**config.mk**
```make
export PLATFORM = sky130hd
export DESIGN_NAME = bsg_mux_segmented_pipe_flat
export DESIGN_NICKNAME = d
export VERILOG_FILES = /design/src/rtl/bsg_mux_segmented_pipe_if.sv /design/src/rtl/bsg_mux_segmented_pipe.sv /design/src/flat_wrapper.sv
export SDC_FILE = /design/constraint.sdc
export NUM_CORES = 1
export LEC_CHECK = 0
export CORE_MARGIN = 4
export CORE_UTILIZATION = 40
export DETAILED_ROUTE_END_ITERATION = 7
export PLACE_DENSITY = 0.72
export SLEW_MARGIN = 20
export SYNTH_ARGS = -nofsm -noshare
export SYNTH_HDL_FRONTEND = slang
export SYNTH_SLANG_ARGS = --single-unit
```
**constraint.sdc**
```tcl
create_clock -name clk_i -period 3.73 [get_ports clk_i]
set_input_delay 0.373 -clock clk_i [delete_from_list [all_inputs] [get_ports clk_i]]
set_output_delay 0.373 -clock clk_i [all_outputs]
set_load 0.05 [all_outputs]
```
**src/rtl/bsg_mux_segmented_pipe_if.sv**
```systemverilog
// Handshake/data bundle for bsg_mux_segmented_pipe.
//   data_i     : els_p packed input words, word k at [k*width_lp +: width_lp]
//   sel_i      : per-segment word select, segment s at [s*sel_width_lp +: sel_width_lp]
//   sel_hold_i : 1 = use the held select register, 0 = use sel_i
//   v_i/ready_o: ready/valid input handshake
//   data_o/v_o : head-of-buffer word and its valid
//   yumi_i     : consumer takes data_o this cycle (only while v_o=1)
interface bsg_mux_segmented_pipe_if #(
    parameter int unsigned segments_p      = 16,
    parameter int unsigned segment_width_p = 1,
    parameter int unsigned els_p           = 2
);
    localparam int unsigned width_lp     = segments_p * segment_width_p;
    localparam int unsigned sel_width_lp = ($clog2(els_p) > 1) ? $clog2(els_p) : 1;

    logic [els_p*width_lp-1:0]      data_i;
    logic [segments_p*sel_width_lp-1:0] sel_i;
    logic                           sel_hold_i;
    logic                           v_i;
    logic                           ready_o;
    logic [width_lp-1:0]            data_o;
    logic                           v_o;
    logic                           yumi_i;

    // Producer/consumer side (testbench or upstream/downstream logic).
    modport master (
        output data_i, sel_i, sel_hold_i, v_i, yumi_i,
        input  ready_o, data_o, v_o
    );

    // Design side.
    modport slave (
        input  data_i, sel_i, sel_hold_i, v_i, yumi_i,
        output ready_o, data_o, v_o
    );
endinterface

```
**src/rtl/bsg_mux_segmented_pipe.sv**
```systemverilog
// Pipelined segmented mux: each segment independently picks one of els_p
// input words (live or sticky select), result stored in a 2-entry skid
// buffer with ready/valid in and valid/yumi out.
//   clk_i     : clock, all state on rising edge
//   reset_n_i : asynchronous active-low reset
//   bus       : bsg_mux_segmented_pipe_if slave modport (data/select/handshake)
module bsg_mux_segmented_pipe #(
    parameter int unsigned segments_p      = 16,
    parameter int unsigned segment_width_p = 1,
    parameter int unsigned els_p           = 2
) (
    input  logic                         clk_i,
    input  logic                         reset_n_i,
    bsg_mux_segmented_pipe_if.slave      bus
);
    localparam int unsigned width_lp     = segments_p * segment_width_p;
    localparam int unsigned sel_width_lp = ($clog2(els_p) > 1) ? $clog2(els_p) : 1;
    localparam int unsigned sel_bits_lp  = segments_p * sel_width_lp;

    logic [sel_bits_lp-1:0]  held_sel_r, held_sel_n, eff_sel_c;
    logic [sel_width_lp-1:0] seg_sel_c;
    logic [width_lp-1:0]     mux_c;
    logic [width_lp-1:0]     head_r, head_n, tail_r, tail_n;
    logic [1:0]              count_r, count_n;
    logic                    v_r, ready_r;
    logic                    accept_c, deq_c;

    // Illegal yumi with nothing valid is ignored.
    assign accept_c  = bus.v_i & ready_r;
    assign deq_c     = bus.yumi_i & v_r;
    assign eff_sel_c = bus.sel_hold_i ? held_sel_r : bus.sel_i;

    // Per-segment word select; out-of-range selects leave the segment zero.
    always_comb begin
        mux_c     = '0;
        seg_sel_c = '0;
        for (int unsigned s = 0; s < segments_p; s++) begin
            seg_sel_c = eff_sel_c[s*sel_width_lp +: sel_width_lp];
            for (int unsigned k = 0; k < els_p; k++) begin
                if (seg_sel_c == sel_width_lp'(k)) begin
                    mux_c[s*segment_width_p +: segment_width_p] =
                        bus.data_i[k*width_lp + s*segment_width_p +: segment_width_p];
                end
            end
        end
    end

    // Next-state: head_r is always the oldest entry, tail_r only valid at count 2.
    always_comb begin
        head_n     = head_r;
        tail_n     = tail_r;
        count_n    = count_r;
        held_sel_n = held_sel_r;

        if (accept_c && !bus.sel_hold_i) begin
            held_sel_n = bus.sel_i;
        end

        case (count_r)
            2'd0: begin
                if (accept_c) begin
                    head_n  = mux_c;
                    count_n = 2'd1;
                end
            end
            2'd1: begin
                if (accept_c && deq_c) begin
                    head_n = mux_c;
                end else if (accept_c) begin
                    tail_n  = mux_c;
                    count_n = 2'd2;
                end else if (deq_c) begin
                    count_n = 2'd0;
                end
            end
            default: begin
                // Full: ready_r is low, so only a dequeue can happen.
                if (deq_c) begin
                    head_n  = tail_r;
                    count_n = 2'd1;
                end
            end
        endcase
    end

    // State and registered handshake outputs.
    always_ff @(posedge clk_i or negedge reset_n_i) begin
        if (!reset_n_i) begin
            held_sel_r <= '0;
            head_r     <= '0;
            tail_r     <= '0;
            count_r    <= 2'd0;
            v_r        <= 1'b0;
            ready_r    <= 1'b0;
        end else begin
            held_sel_r <= held_sel_n;
            head_r     <= head_n;
            tail_r     <= tail_n;
            count_r    <= count_n;
            v_r        <= (count_n != 2'd0);
            ready_r    <= (count_n != 2'd2);
        end
    end

    assign bus.data_o  = head_r;
    assign bus.v_o     = v_r;
    assign bus.ready_o = ready_r;
endmodule

```
**src/flat_wrapper.sv**
```systemverilog
// flat-port wrapper written by rule: the top's interface ports become plain ports
module bsg_mux_segmented_pipe_flat 
#(
    parameter int unsigned segments_p      = 16,
    parameter int unsigned segment_width_p = 1,
    parameter int unsigned els_p           = 2
)
  (clk_i, reset_n_i, bus_data_i, bus_sel_i, bus_sel_hold_i, bus_v_i, bus_yumi_i, bus_ready_o, bus_data_o, bus_v_o);
  bsg_mux_segmented_pipe_if #(.segments_p(segments_p), .segment_width_p(segment_width_p), .els_p(els_p)) bus_i ();
  input  logic clk_i;
  input  logic reset_n_i;
  input wire logic [$bits(bus_i.data_i)-1:0] bus_data_i;
  input wire logic [$bits(bus_i.sel_i)-1:0] bus_sel_i;
  input wire logic [$bits(bus_i.sel_hold_i)-1:0] bus_sel_hold_i;
  input wire logic [$bits(bus_i.v_i)-1:0] bus_v_i;
  input wire logic [$bits(bus_i.yumi_i)-1:0] bus_yumi_i;
  output wire logic [$bits(bus_i.ready_o)-1:0] bus_ready_o;
  output wire logic [$bits(bus_i.data_o)-1:0] bus_data_o;
  output wire logic [$bits(bus_i.v_o)-1:0] bus_v_o;
  assign bus_i.data_i = bus_data_i;
  assign bus_i.sel_i = bus_sel_i;
  assign bus_i.sel_hold_i = bus_sel_hold_i;
  assign bus_i.v_i = bus_v_i;
  assign bus_i.yumi_i = bus_yumi_i;
  assign bus_ready_o = bus_i.ready_o;
  assign bus_data_o = bus_i.data_o;
  assign bus_v_o = bus_i.v_o;
  bsg_mux_segmented_pipe #(.segments_p(segments_p), .segment_width_p(segment_width_p), .els_p(els_p)) u_core (.clk_i(clk_i), .reset_n_i(reset_n_i), .bus(bus_i));
endmodule
```
# [Word level (Yosys, flattened, before mapping)]
# Index checks and enable logic that the tools add are counted.
[totals] regBits=52 input_bits=53
[classes] n_eq_ne=4 n_mux=27 bitwise=3 reduce_logical=8
[ops] cell="$mux W16" count=4
[ops] cell="$pmux W16 S2" count=1
[ops] cell="$mux W1" count=16
[ops] cell="$mux W2" count=5
[ops] cell="$reduce_and A3 Y1" count=2
[ops] cell="$ne A2 B1 Y1 const B" count=2
[ops] cell="$pmux W2 S2" count=1
[ops] cell="$reduce_bool A3 Y1" count=1
[ops] cell="$and A1 B1 Y1" count=2
[ops] cell="$eq A2 B1 Y1 const B" count=1
[ops] cell="$logic_and A1 B1 Y1" count=2
[ops] cell="$logic_not A2 Y1" count=1
[ops] cell="$ne A2 B2 Y1 const B" count=1
[ops] cell="$reduce_bool A2 Y1" count=1
[ops] cell="$logic_not A1 Y1" count=1
[ops] cell="$not A1 Y1" count=1

# [Depth between registers and ports, before layout]
# Gate-level depths: netlist (run 1).
[logic_depth] ltp_word=6 depth_mapped=6

# [Least setup slack after synthesis (run 1)]
# Ideal clock, no wire load.
[synth_timing] kind="register -> register" from="register u_core.ready_r, in the netlist u_core.bus.ready_o" to="register u_core.tail_r[0]" setup_ns=0.129 t_arrival_ns=1.637 required_time_ns=3.601 setup_slack_ns=1.964 stages_incl_launch_ff=6 n_path_buf=2 path_cell_list="dfrtp_1 and2_1 or3b_1 buf_4 buf_6 o2bb2ai_1"
[synth_between] elab_chain_len=4
[synth_rtl] element="start, declared" line_no="bsg_mux_segmented_pipe.sv:25" source="logic v_r, ready_r;"
[synth_rtl] element="start signal, assigned" line_no="bsg_mux_segmented_pipe.sv:101" source="ready_r <= (count_n != 2'd2);"
[synth_rtl] element="$and A1 B1 Y1 *" line_no="bsg_mux_segmented_pipe.sv:29" source="assign accept_c = bus.v_i & ready_r;"
[synth_rtl] element="$logic_and A1 B1 Y1" line_no="bsg_mux_segmented_pipe.sv:67" source="if (accept_c && deq_c) begin"
[synth_rtl] element="$not A1 Y1 (no source line)"
[synth_rtl] element="$reduce_and A3 Y1 (no source line) *"
[synth_rtl] element="end signal, assigned" line_no="bsg_mux_segmented_pipe.sv:98" source="tail_r <= tail_n;"
[synth_rtl] element="end, declared" line_no="bsg_mux_segmented_pipe.sv:23" source="logic [width_lp-1:0] head_r, head_n, tail_r, tail_n;"
# Mark *: on every way between the ends. The rest lies on a longest branch, timed or not.
# A chain may end at the register's enable or synchronous reset.

# [Worst setup path after layout (run 1)]
[layout_timing] from="register u_core.count_r[1]" to="register u_core.head_r[8], in the netlist u_core.bus.data_o[8]"
[layout_between] elab_chain_len=3
[layout_rtl] element="start, declared" line_no="bsg_mux_segmented_pipe.sv:24" source="logic [1:0] count_r, count_n;"
[layout_rtl] element="start signal, assigned" line_no="bsg_mux_segmented_pipe.sv:99" source="count_r <= count_n;"
[layout_rtl] element="$eq A2 B1 Y1 / $logic_not A2 Y1 (equally long branches)" line_no="bsg_mux_segmented_pipe.sv:59" source="case (count_r)"
[layout_rtl] element="$ne A2 B1 Y1 (no source line) / $reduce_bool A3 Y1 (equally long branches)"
[layout_rtl] element="$reduce_and A3 Y1 (no source line)"
[layout_rtl] element="end signal, assigned" line_no="bsg_mux_segmented_pipe.sv:97" source="head_r <= head_n;"
[layout_rtl] element="end, declared" line_no="bsg_mux_segmented_pipe.sv:23"
# Several ways; a longest one is shown, not always the timed one.

==> results of run 1 <==
## power groups by stage
stage               combinational, mW  clock [mW]  sequential [mW]
global route                     1.45       0.356             1.03
detailed placement               1.35           0             1.01
floorplan                       0.626           0             1.29
CTS                              1.35       0.335             1.00
finish                           1.34       0.326             1.00
global placement                 1.33           0             1.01
## state kept, by name (all words and copies together), names as in the netlist
signal and flops:
u_core.bus.ready_o 1, u_core.tail_r 16, u_core.held_sel_r 16, u_core.count_r 2, u_core.bus.v_o 1, u_core.bus.data_o 16
## cell type report
type	instances	share of cell area (%)
Inverter	7	0.777
Timing Repair Buffer	74	21.4
Sequential cell	52	38.5
Clock inverter	2	0.481
Multi-Input combinational cell	150	34.0
Tap cell	75	2.77
Clock buffer	5	2.03
## routing by layer
| metal | share of wire, % | track usage, % |
|---|---|---|
| met3 | 3.4 | 3.01 |
| met2 | 50 | 27.1 |
| met5 | 0 | 0 |
| met4 | 0.98 | 4.60 |
| met1 | 46 | 23.4 |
## per-stage QoR
step / cell area (µm²) / hold WS [ps] / power [mW]
6_report: 3380 / 173 / 2.67
5_1_grt: 3380 / 235 / 2.84
4_1_cts: 3380 / 202 / 2.69
3_5_place_dp: 3300 / 479 / 2.37
3_3_place_gp: 3300 / 472 / 2.33
2_1_floorplan: 2550 / 77.4 / 1.92
## logic make-up after synthesis
kind of cell	count (synthesis)	synth area share [%]
mux	56	22.8
flops	52	51.0
compound gates	49	12.9
buf+inv	22	3.92
simple gates	45	9.36
## final timing paths
check                      cells after the start                                 to
setup / recovery                               3   u_core.bus.data_o[8]$_DFFE_PN0P_
setup reg to reg                               3   u_core.bus.data_o[8]$_DFFE_PN0P_
max in group asynchronous                      2   u_core.bus.data_o[1]$_DFFE_PN0P_
hold reg to reg                                1       u_core.tail_r[6]$_DFFE_PN0P_
hold / removal                                 2  u_core.bus.data_o[15]$_DFFE_PN0P_
min in group clk_i                             1       u_core.tail_r[6]$_DFFE_PN0P_
## synthesized netlist by cell type
library cell | n | share of area (%)
or3_1 | 1 | 0.25
a21o_1 | 1 | 0.29
o211ai_1 | 7 | 2.1
nand2_1 | 13 | 1.9
nand3_1 | 8 | 1.6
o21ai_0 | 7 | 1.4
buf_4 | 1 | 0.29
o22a_1 | 1 | 0.34
a31oi_1 | 9 | 2.2
clkbuf_2 | 1 | 0.20
nor2_1 | 1 | 0.15
nor2b_1 | 18 | 4.4
a21oi_1 | 11 | 2.2
a2bb2oi_1 | 1 | 0.34
mux2i_1 | 39 | 15
buf_6 | 1 | 0.44
nand2b_1 | 2 | 0.49
inv_1 | 7 | 1.0
o2bb2ai_1 | 10 | 3.4
dfrtp_1 | 52 | 51
mux2_2 | 17 | 7.5
buf_2 | 4 | 0.78
clkbuf_1 | 8 | 1.2
or3b_1 | 1 | 0.34
a21bo_1 | 1 | 0.39
a22o_1 | 1 | 0.34
and2_1 | 1 | 0.25
## critical path, cell delays in order (launching register included)
cell,delay [ps]
dfrtp_1,870
a21oi_1,350
nor2_1,620
a31oi_1,180
==> reports/metrics.csv, run 1 <==
metric;value;unit
CP Launch Type;register;
die area;7720;µm²
mapped cell area;2550;µm²
pwr dens;789;nW/µm²
P&R area growth vs syn;32.5;%
antenna violations before repair;0;
Clk network pwr share;12.2;%
Reg area;1300;µm²
Hold-fix buffers, CTS;0;
leakage;1.48;nW
logic gate share of total power;50.1;%
Syn Inst Count;224;
critical setup path kind;reg -> reg;
Die W;87.9;µm
cts bufs inserted;5;
routed length per placed instance;17.4;µm
Mapped Avg Cell Area;11.4;µm²
Netlist cell types;27;
Clock Skew;5.21;ps
fraction of layout cells with a size suffix above 1;10.0;%
unrepaired setup endpoints after global routing;no;
Fmax;0.460;GHz
internal cell power;1.50;mW
CTS Sinks;52;
root buffer cell;clkbuf_8;
max_cap viols;0;
Slew Viols, Final;0;
dpl hpwl;4700;µm
grt total ovfl;0;
multi-input logic area;1150;µm²
Reg2Reg Launch Point;u_core.count_r[1]$_DFF_PN0_;
final setup vio count;0;
setup ws final;1560;ps
clk slew on worst S/H paths;100;ps
All-Layer GR Usage;16.8;%
CP max FO;25;
# DRC;0;
post-place setup slack;1310;ps
vias in the first global route;1955;
sequential power share;37.7;%
Final Util;55.8;%
detail-routed via count per cell;5.24;
drt first pass iters;4;
first-pass GRT wire length;9950;µm
commonest cells after routing, fill and taps aside;clkdlybuf4s50_1 (69), dfrtp_1 (52), mux2i_1 (39);
Iter 0 DRT Violations;88;
Final min period;2170;ps
wirelength, routed;6360;µm
largest net degree at the start of global routing;53;
CP Data Required Time;3890;ps
Sw Share;44.0;%
Chip Height;87.9;µm
Synth warnings;0;
worst rel slew slack;45.9;%
Worst Hold Class;in -> async;
Setup crit end kind;register;
setup tns final;0;ps
maximum vdd drop;0.338;mV
Port Buffers;70;
Skew-Pair Late Insertion Delay;300;ps
Final #Nets;343;
Ports;71;
Critical Path Start;u_core.count_r[1]$_DFF_PN0_;
row count;28;
Inst Count DP;358;
Initial Util;42.1;%
Non-Filler Instances;365;
Inserted Diodes;0;
# H-tree levels;2;
Syn Nets;277;
CTS tree;built;
clk buf depth;2;
vias;1912;
commonest non-fill, non-tap cell in the layout;clkdlybuf4s50_1;
#FFs+latches synth;52;
Switch Pwr;1.17;mW
Reg2Reg Setup Slack;1560;ps
PostCTS Resize Cnt;0;
Tcrit/Tclk final;58.3;%
measured slew at the worst slew-check pin;812;ps
routability cong.;0.747;
status;complete, no violations;
Fin. Hold Viols;0;
sequential share of the synthesized area;51.0;%
number of nets with antenna violations after routing;0;
core area;6060;µm²
setup bufs post-CTS;0;
arrival time worst endpoint;2330;ps
# fillers;524;
No activity file was read; power rests on OpenSTA's default activity.
==> inputs of run 2 (changes only) <==
==> constraint.sdc (replaced) <==
create_clock -name clk_i -period 2.22 [get_ports clk_i]
set_input_delay 0.222 -clock clk_i [delete_from_list [all_inputs] [get_ports clk_i]]
set_output_delay 0.222 -clock clk_i [all_outputs]
set_load 0.05 [all_outputs]
==> run 2 against run 1 <==
  * Total power grew 72%
  * Wire length grew 3.9%
  * First-iteration DRC count shrank 32%
  * Register-to-register slack lost 930 ps
  * Sequential cell count is the same
  * Setup slack lost 1200 ps
  * Critical path type is now reg -> out
  * Highest routed layer unchanged
==> reports/metrics.csv, run 2 (synthesis results as in run 1) <==
metric;value;unit;change
Iter 0 DRT Violations;60;;-32%
clk buf depth;2;;unchanged
worst-case reg-to-reg path depth;4;;+1
Final Cell Area;3480;µm²;+2.7%
critical path's slowest cell;clkdlybuf4s50_1;;
Cell Area, Placed;3370;µm²;+2.2%
setup tns final;0;ps;unchanged
row count;28;;unchanged
Final min period;1860;ps;
measured slew at the worst slew-check pin;750;ps;-61.7 ps
final setup vio count;0;;unchanged
setup bufs post-CTS;0;;unchanged
worst stage delay on the critical path;850;ps;-20 ps
max_cap viols;0;;unchanged
largest net degree at the start of global routing;29;;-45%
# H-tree levels;2;;unchanged
routability cong.;0.771;;+3.3%
Initial Util;42.1;%;unchanged
clk slew on worst S/H paths;90;ps;about the same
Reg2Reg Setup Slack;630;ps;-930 ps
drt first pass iters;4;;unchanged
Reg2Reg Launch Point;u_core.count_r[1]$_DFF_PN0_;;
Tcrit/Tclk final;83.8;%;
Cell Chain, Critical Path;clkdlybuf4s50_1;;
CTS tree;built;;
Critical Path Start;u_core.bus.v_o$_DFF_PN0_;;
# DRC;0;;unchanged
core area;6060;µm²;unchanged
dpl hpwl;4980;µm;+5.9%
commonest non-fill, non-tap cell in the layout;clkdlybuf4s50_1;;
root buffer cell;clkbuf_8;;
grt total ovfl;0;;unchanged
CP Buf/Inv Count;1;;+1
Chip Height;87.9;µm;unchanged
P&R area growth vs syn;36.2;%;
All-Layer GR Usage;17.6;%;+0.77 points
Inst Count DP;365;;+2.0%
CTS Sinks;52;;unchanged
CP top delay family;buffers and inverters;;
CP max FO;6;;-76%
status;complete, no violations;;
CP Data Required Time;2000;ps;-1890 ps
Die W;87.9;µm;unchanged
Fin. Hold Viols;0;;unchanged
wirelength, routed;6600;µm;+3.9%
cts bufs inserted;5;;unchanged
vias in the first global route;2002;;+2.4%
Skew-Pair Late Insertion Delay;300;ps;about the same
first-pass GRT wire length;10400;µm;+4.2%
Critical R2R Capture;u_core.bus.data_o[3]$_DFFE_PN0P_;;
number of nets with antenna violations after routing;0;;unchanged
fraction of layout cells with a size suffix above 1;12.4;%;+2.4 points
unrepaired setup endpoints after global routing;no;;
leakage;1.53;nW;+3.6%
Final Util;57.3;%;+1.5 points
Port Buffers;70;;unchanged
commonest cells after routing, fill and taps aside;clkdlybuf4s50_1 (69), dfrtp_1 (52), mux2i_1 (39);;
Fmax;0.537;GHz;
critical setup path kind;reg -> out;;
Worst Hold Class;in -> async;;
Ports;71;;unchanged
maximum vdd drop;0.754;mV;+120%
Final #Nets;351;;+2.3%
Stages on worst setup path;1;;-2
die area;7720;µm²;unchanged
pwr dens;1320;nW/µm²;+68%
detail-routed via count per cell;5.42;;+3.5%
antenna violations before repair;0;;unchanged
Clock Skew;7.79;ps;+2.58 ps
worst rel slew slack;49.7;%;+3.8 points
Slew Viols, Final;0;;unchanged
CP Launch Type;register;;
PostCTS Resize Cnt;0;;unchanged
Tot Pwr;4.60;mW;+72%
Non-Filler Instances;373;;+2.2%
Inserted Diodes;0;;unchanged
routed length per placed instance;17.7;µm;+1.6%
vias;2022;;+5.8%
arrival time worst endpoint;1640;ps;-690 ps
Setup crit end kind;primary output;;
[run 2: cell count changes in the layout (fill, tap and decap cells not counted)]
cell and delta:
inv_6 -1, clkinvlp_4 -1, buf_12 +1, dlygate4sd3_1 +1, clkbuf_8 +2, o2bb2ai_2 +1
o2bb2ai_1 -1, buf_4 +6
[run 2: through the flow]
step	hold WS (ps)	setup WS, ps
after floorplan	-73.6	454
after global placement	118	321
after detailed placement	122	317
after CTS	318	353
after global routing	355	302
final	339	359
[run 2: worst max-delay path by stage]
stage	to	slack, ps
after floorplan	u_core.tail_r[0]$_DFFE_PN0P_	450
after global placement	u_core.bus.data_o[6]$_DFFE_PN0P_	320
after detailed placement	u_core.bus.data_o[6]$_DFFE_PN0P_	320
after CTS	bus_v_o	350
after global routing	bus_v_o	300
final	bus_v_o	360
[run 2: area by class of cell]
class	instances	area, µm²
Sequential cell	52	1300
Inverter	7	26.3
Tap cell	75	93.8
Multi-Input combinational cell	150	1160
Timing Repair Buffer	82	801
Fill cell	532	2580
Clock buffer	7	96.3
[run 2: routing by layer]
metal  part of all wire (%)  vias to the layer above  wire, µm  GRT usage [%]
met4                    1.6                        0       108           5.30
met3                    5.6                       10       369           3.76
met1                     43                     1006      2830           24.2
met5                      0                        -         0              0
met2                     50                       52      3290           27.9
li1                       -                      954         -              -
[run 2: power breakdown]
| group | internal [mW] | total [mW] | switching (mW) |
|---|---|---|---|
| clock | 0.278 | 0.579 | 0.300 |
| combinational | 0.945 | 2.36 | 1.41 |
| sequential | 1.39 | 1.66 | 0.273 |
| total | 2.61 | 4.60 | 1.98 |
[run 2: timing repair]
item,CTS,global route
endpoints found under the hold margin,10,0
hold buffers,1,0
setup endpoints to repair,0,0
[run 2: worst register-to-register path, cell delays in order, from the launching register on]
cell       delay [ps]
dfrtp_1           390
buf_4             200
a2bb2oi_1         170
nor2_1            510
a31oi_1           180
==> inputs of run 3 (changes only) <==
--- a/config.mk
+++ b/config.mk
@@ -8,7 +8,7 @@
 export CORE_MARGIN = 4
 export CORE_UTILIZATION = 40
 export DETAILED_ROUTE_END_ITERATION = 7
-export PLACE_DENSITY = 0.72
+export PLACE_DENSITY = 0.74
 export SLEW_MARGIN = 20
 export SYNTH_ARGS = -nofsm -noshare
 export SYNTH_HDL_FRONTEND = slang
==> constraint.sdc (replaced) <==
create_clock -name clk_i -period 1.6 [get_ports clk_i]
set_input_delay 0.16 -clock clk_i [delete_from_list [all_inputs] [get_ports clk_i]]
set_output_delay 0.16 -clock clk_i [all_outputs]
set_load 0.05 [all_outputs]
==> run 3 against run 2 <==
  * Via count down 0.64%
  * Die area unchanged
  * Cell count up 4.0%
  * Non-clock buffer count up 14
  * Core utilization up 1.5 points
  * Setup slack worse by 260 ps
==> reports/metrics.csv, run 3 (synthesis results as in run 1) <==
metric;value;unit;change
Die W;87.9;µm;unchanged
# fillers;510;;-4.1%
pwr dens;1810;nW/µm²;+37%
Iter 0 DRT Violations;114;;+90%
Final #Nets;365;;+4.0%
wirelength, routed;6300;µm;-4.6%
maximum vdd drop;0.954;mV;+27%
Final min period;1500;ps;
routability cong.;0.785;;+1.8%
dpl hpwl;4940;µm;-0.73%
drt first pass iters;4;;unchanged
CTS Sinks;52;;unchanged
max_cap viols;0;;unchanged
clk slew on worst S/H paths;90;ps;about the same
multi-input logic area;1150;µm²;-0.32%
Port Buffers;70;;unchanged
unrepaired setup endpoints after global routing;no;;
largest net degree at the start of global routing;26;;-10%
Setup crit end kind;register;;
Chip Height;87.9;µm;unchanged
Switch Pwr;2.75;mW;+39%
commonest cells after routing, fill and taps aside;clkdlybuf4s50_1 (51), dfrtp_1 (49), buf_4 (40);;
status;complete, no violations;;
number of nets with antenna violations after routing;0;;unchanged
# DRC;0;;unchanged
cts bufs inserted;5;;unchanged
core area;6060;µm²;unchanged
CP Data Required Time;1780;ps;-220 ps
Ports;71;;unchanged
final setup vio count;0;;unchanged
CTS tree;built;;
post-place setup slack;-180;ps;-497 ps
Worst Hold Class;in -> async;;
CP Launch Type;register;;
clk buf depth;2;;unchanged
Initial Util;42.1;%;unchanged
logic gate share of total power;51.6;%;+0.3 points
Fin. Hold Viols;0;;unchanged
root buffer cell;clkbuf_8;;
detail-routed via count per cell;5.18;;-4.5%
# H-tree levels;2;;unchanged
arrival time worst endpoint;1680;ps;+40 ps
commonest non-fill, non-tap cell in the layout;clkdlybuf4s50_1;;
Sw Share;42.6;%;-0.60 points
All-Layer GR Usage;16.8;%;-0.77 points
Skew-Pair Late Insertion Delay;300;ps;about the same
routed length per placed instance;16.2;µm;-8.3%
first-pass GRT wire length;9920;µm;-4.3%
critical setup path kind;reg -> reg;;
CP max FO;7;;+1
Fmax;0.667;GHz;
Clock Skew;3.55;ps;-4.24 ps
setup ws final;101;ps;-259 ps
vias;2009;;-0.64%
Non-Filler Instances;388;;+4.0%
P&R area growth vs syn;39.7;%;
Tcrit/Tclk final;93.7;%;
grt total ovfl;0;;unchanged
Cell Area, Placed;3450;µm²;+2.5%
sequential power share;35.8;%;-0.3 points
vias in the first global route;2018;;+0.80%
Inserted Diodes;0;;unchanged
Clk network pwr share;12.7;%;about the same
Final Cell Area;3560;µm²;+2.6%
Inst Count DP;379;;+3.8%
leakage;1.62;nW;+5.8%
antenna violations before repair;0;;unchanged
die area;7720;µm²;unchanged
Slew Viols, Final;0;;unchanged
worst rel slew slack;62.4;%;+13 points
Reg area;1310;µm²;+0.29%
fraction of layout cells with a size suffix above 1;23.0;%;+11 points
worst-case reg-to-reg path depth;4;;unchanged
setup tns final;0;ps;unchanged
Tot Pwr;6.46;mW;+41%
measured slew at the worst slew-check pin;562;ps;-188 ps
internal cell power;3.71;mW;+42%
row count;28;;unchanged
[run 3: cell types whose count changed in the layout (fill, tap and decap cells not counted), moves of 2 or more]
cell / previous run / this run
buf_12: 1 / 3
dfrtp_1: 52 / 49
dfrtp_2: 0 / 3
buf_4: 10 / 40
clkdlybuf4s50_1: 69 / 51
[run 3: critical path, stage by stage, from the launching register on]
cell and delay, ps:
dfrtp_1 440, a21bo_1 240, or3b_1 390, buf_4 200, mux2i_1 120
[run 3: final timing paths]
check,startpoint,endpoint,slack (ps)
max reg2reg,u_core.count_r[0]$_DFF_PN0_,u_core.tail_r[9]$_DFFE_PN0P_,100
max in group asynchronous,reset_n_i,u_core.held_sel_r[13]$_DFFE_PN0P_,710
min reg2reg,u_core.tail_r[6]$_DFFE_PN0P_,u_core.tail_r[6]$_DFFE_PN0P_,500
max,u_core.count_r[0]$_DFF_PN0_,u_core.tail_r[9]$_DFFE_PN0P_,100
min in group clk_i,bus_sel_i[10],u_core.held_sel_r[10]$_DFFE_PN0P_,500
min,reset_n_i,u_core.tail_r[10]$_DFFE_PN0P_,350
[run 3: area by class of cell]
cell class	instances	share of cell area, %
Tap cell	75	2.63
Clock buffer	8	2.81
Timing Repair Buffer	96	24.9
Multi-Input combinational cell	150	32.4
Inverter	7	0.737
Sequential cell	52	36.6
[run 3: power groups by stage]
stage	combinational (mW)	sequential, mW	clock, mW
after floorplan	1.47	3.02	0
after global placement	3.27	2.30	0
after detailed placement	3.35	2.32	0
after CTS	3.35	2.30	0.822
after global routing	3.58	2.39	0.872
final	3.33	2.31	0.818
[run 3: per-layer routing]
metal	wire length [µm]	global-route usage (%)
met1	2690	22.7
met2	3220	27.7
met3	248	2.45
met4	138	5.86
met5	0	0
[run 3: per-stage QoR]
step | hold slack (ps) | util [%]
final | 347 | 58.8
after global routing | 392 | 58.8
after CTS | 373 | 58.8
after detailed placement | 161 | 57.0
after global placement | 163 | 57.0
after floorplan | -136 | -
[run 3: what timing repair did]
item / CTS / global route
resized for setup: 0 / 1
hold endpoints to repair: 17 / 0
endpoints found under the setup margin: 0 / 16
hold buffers: 1 / 0
buffers inserted: 0 / 0
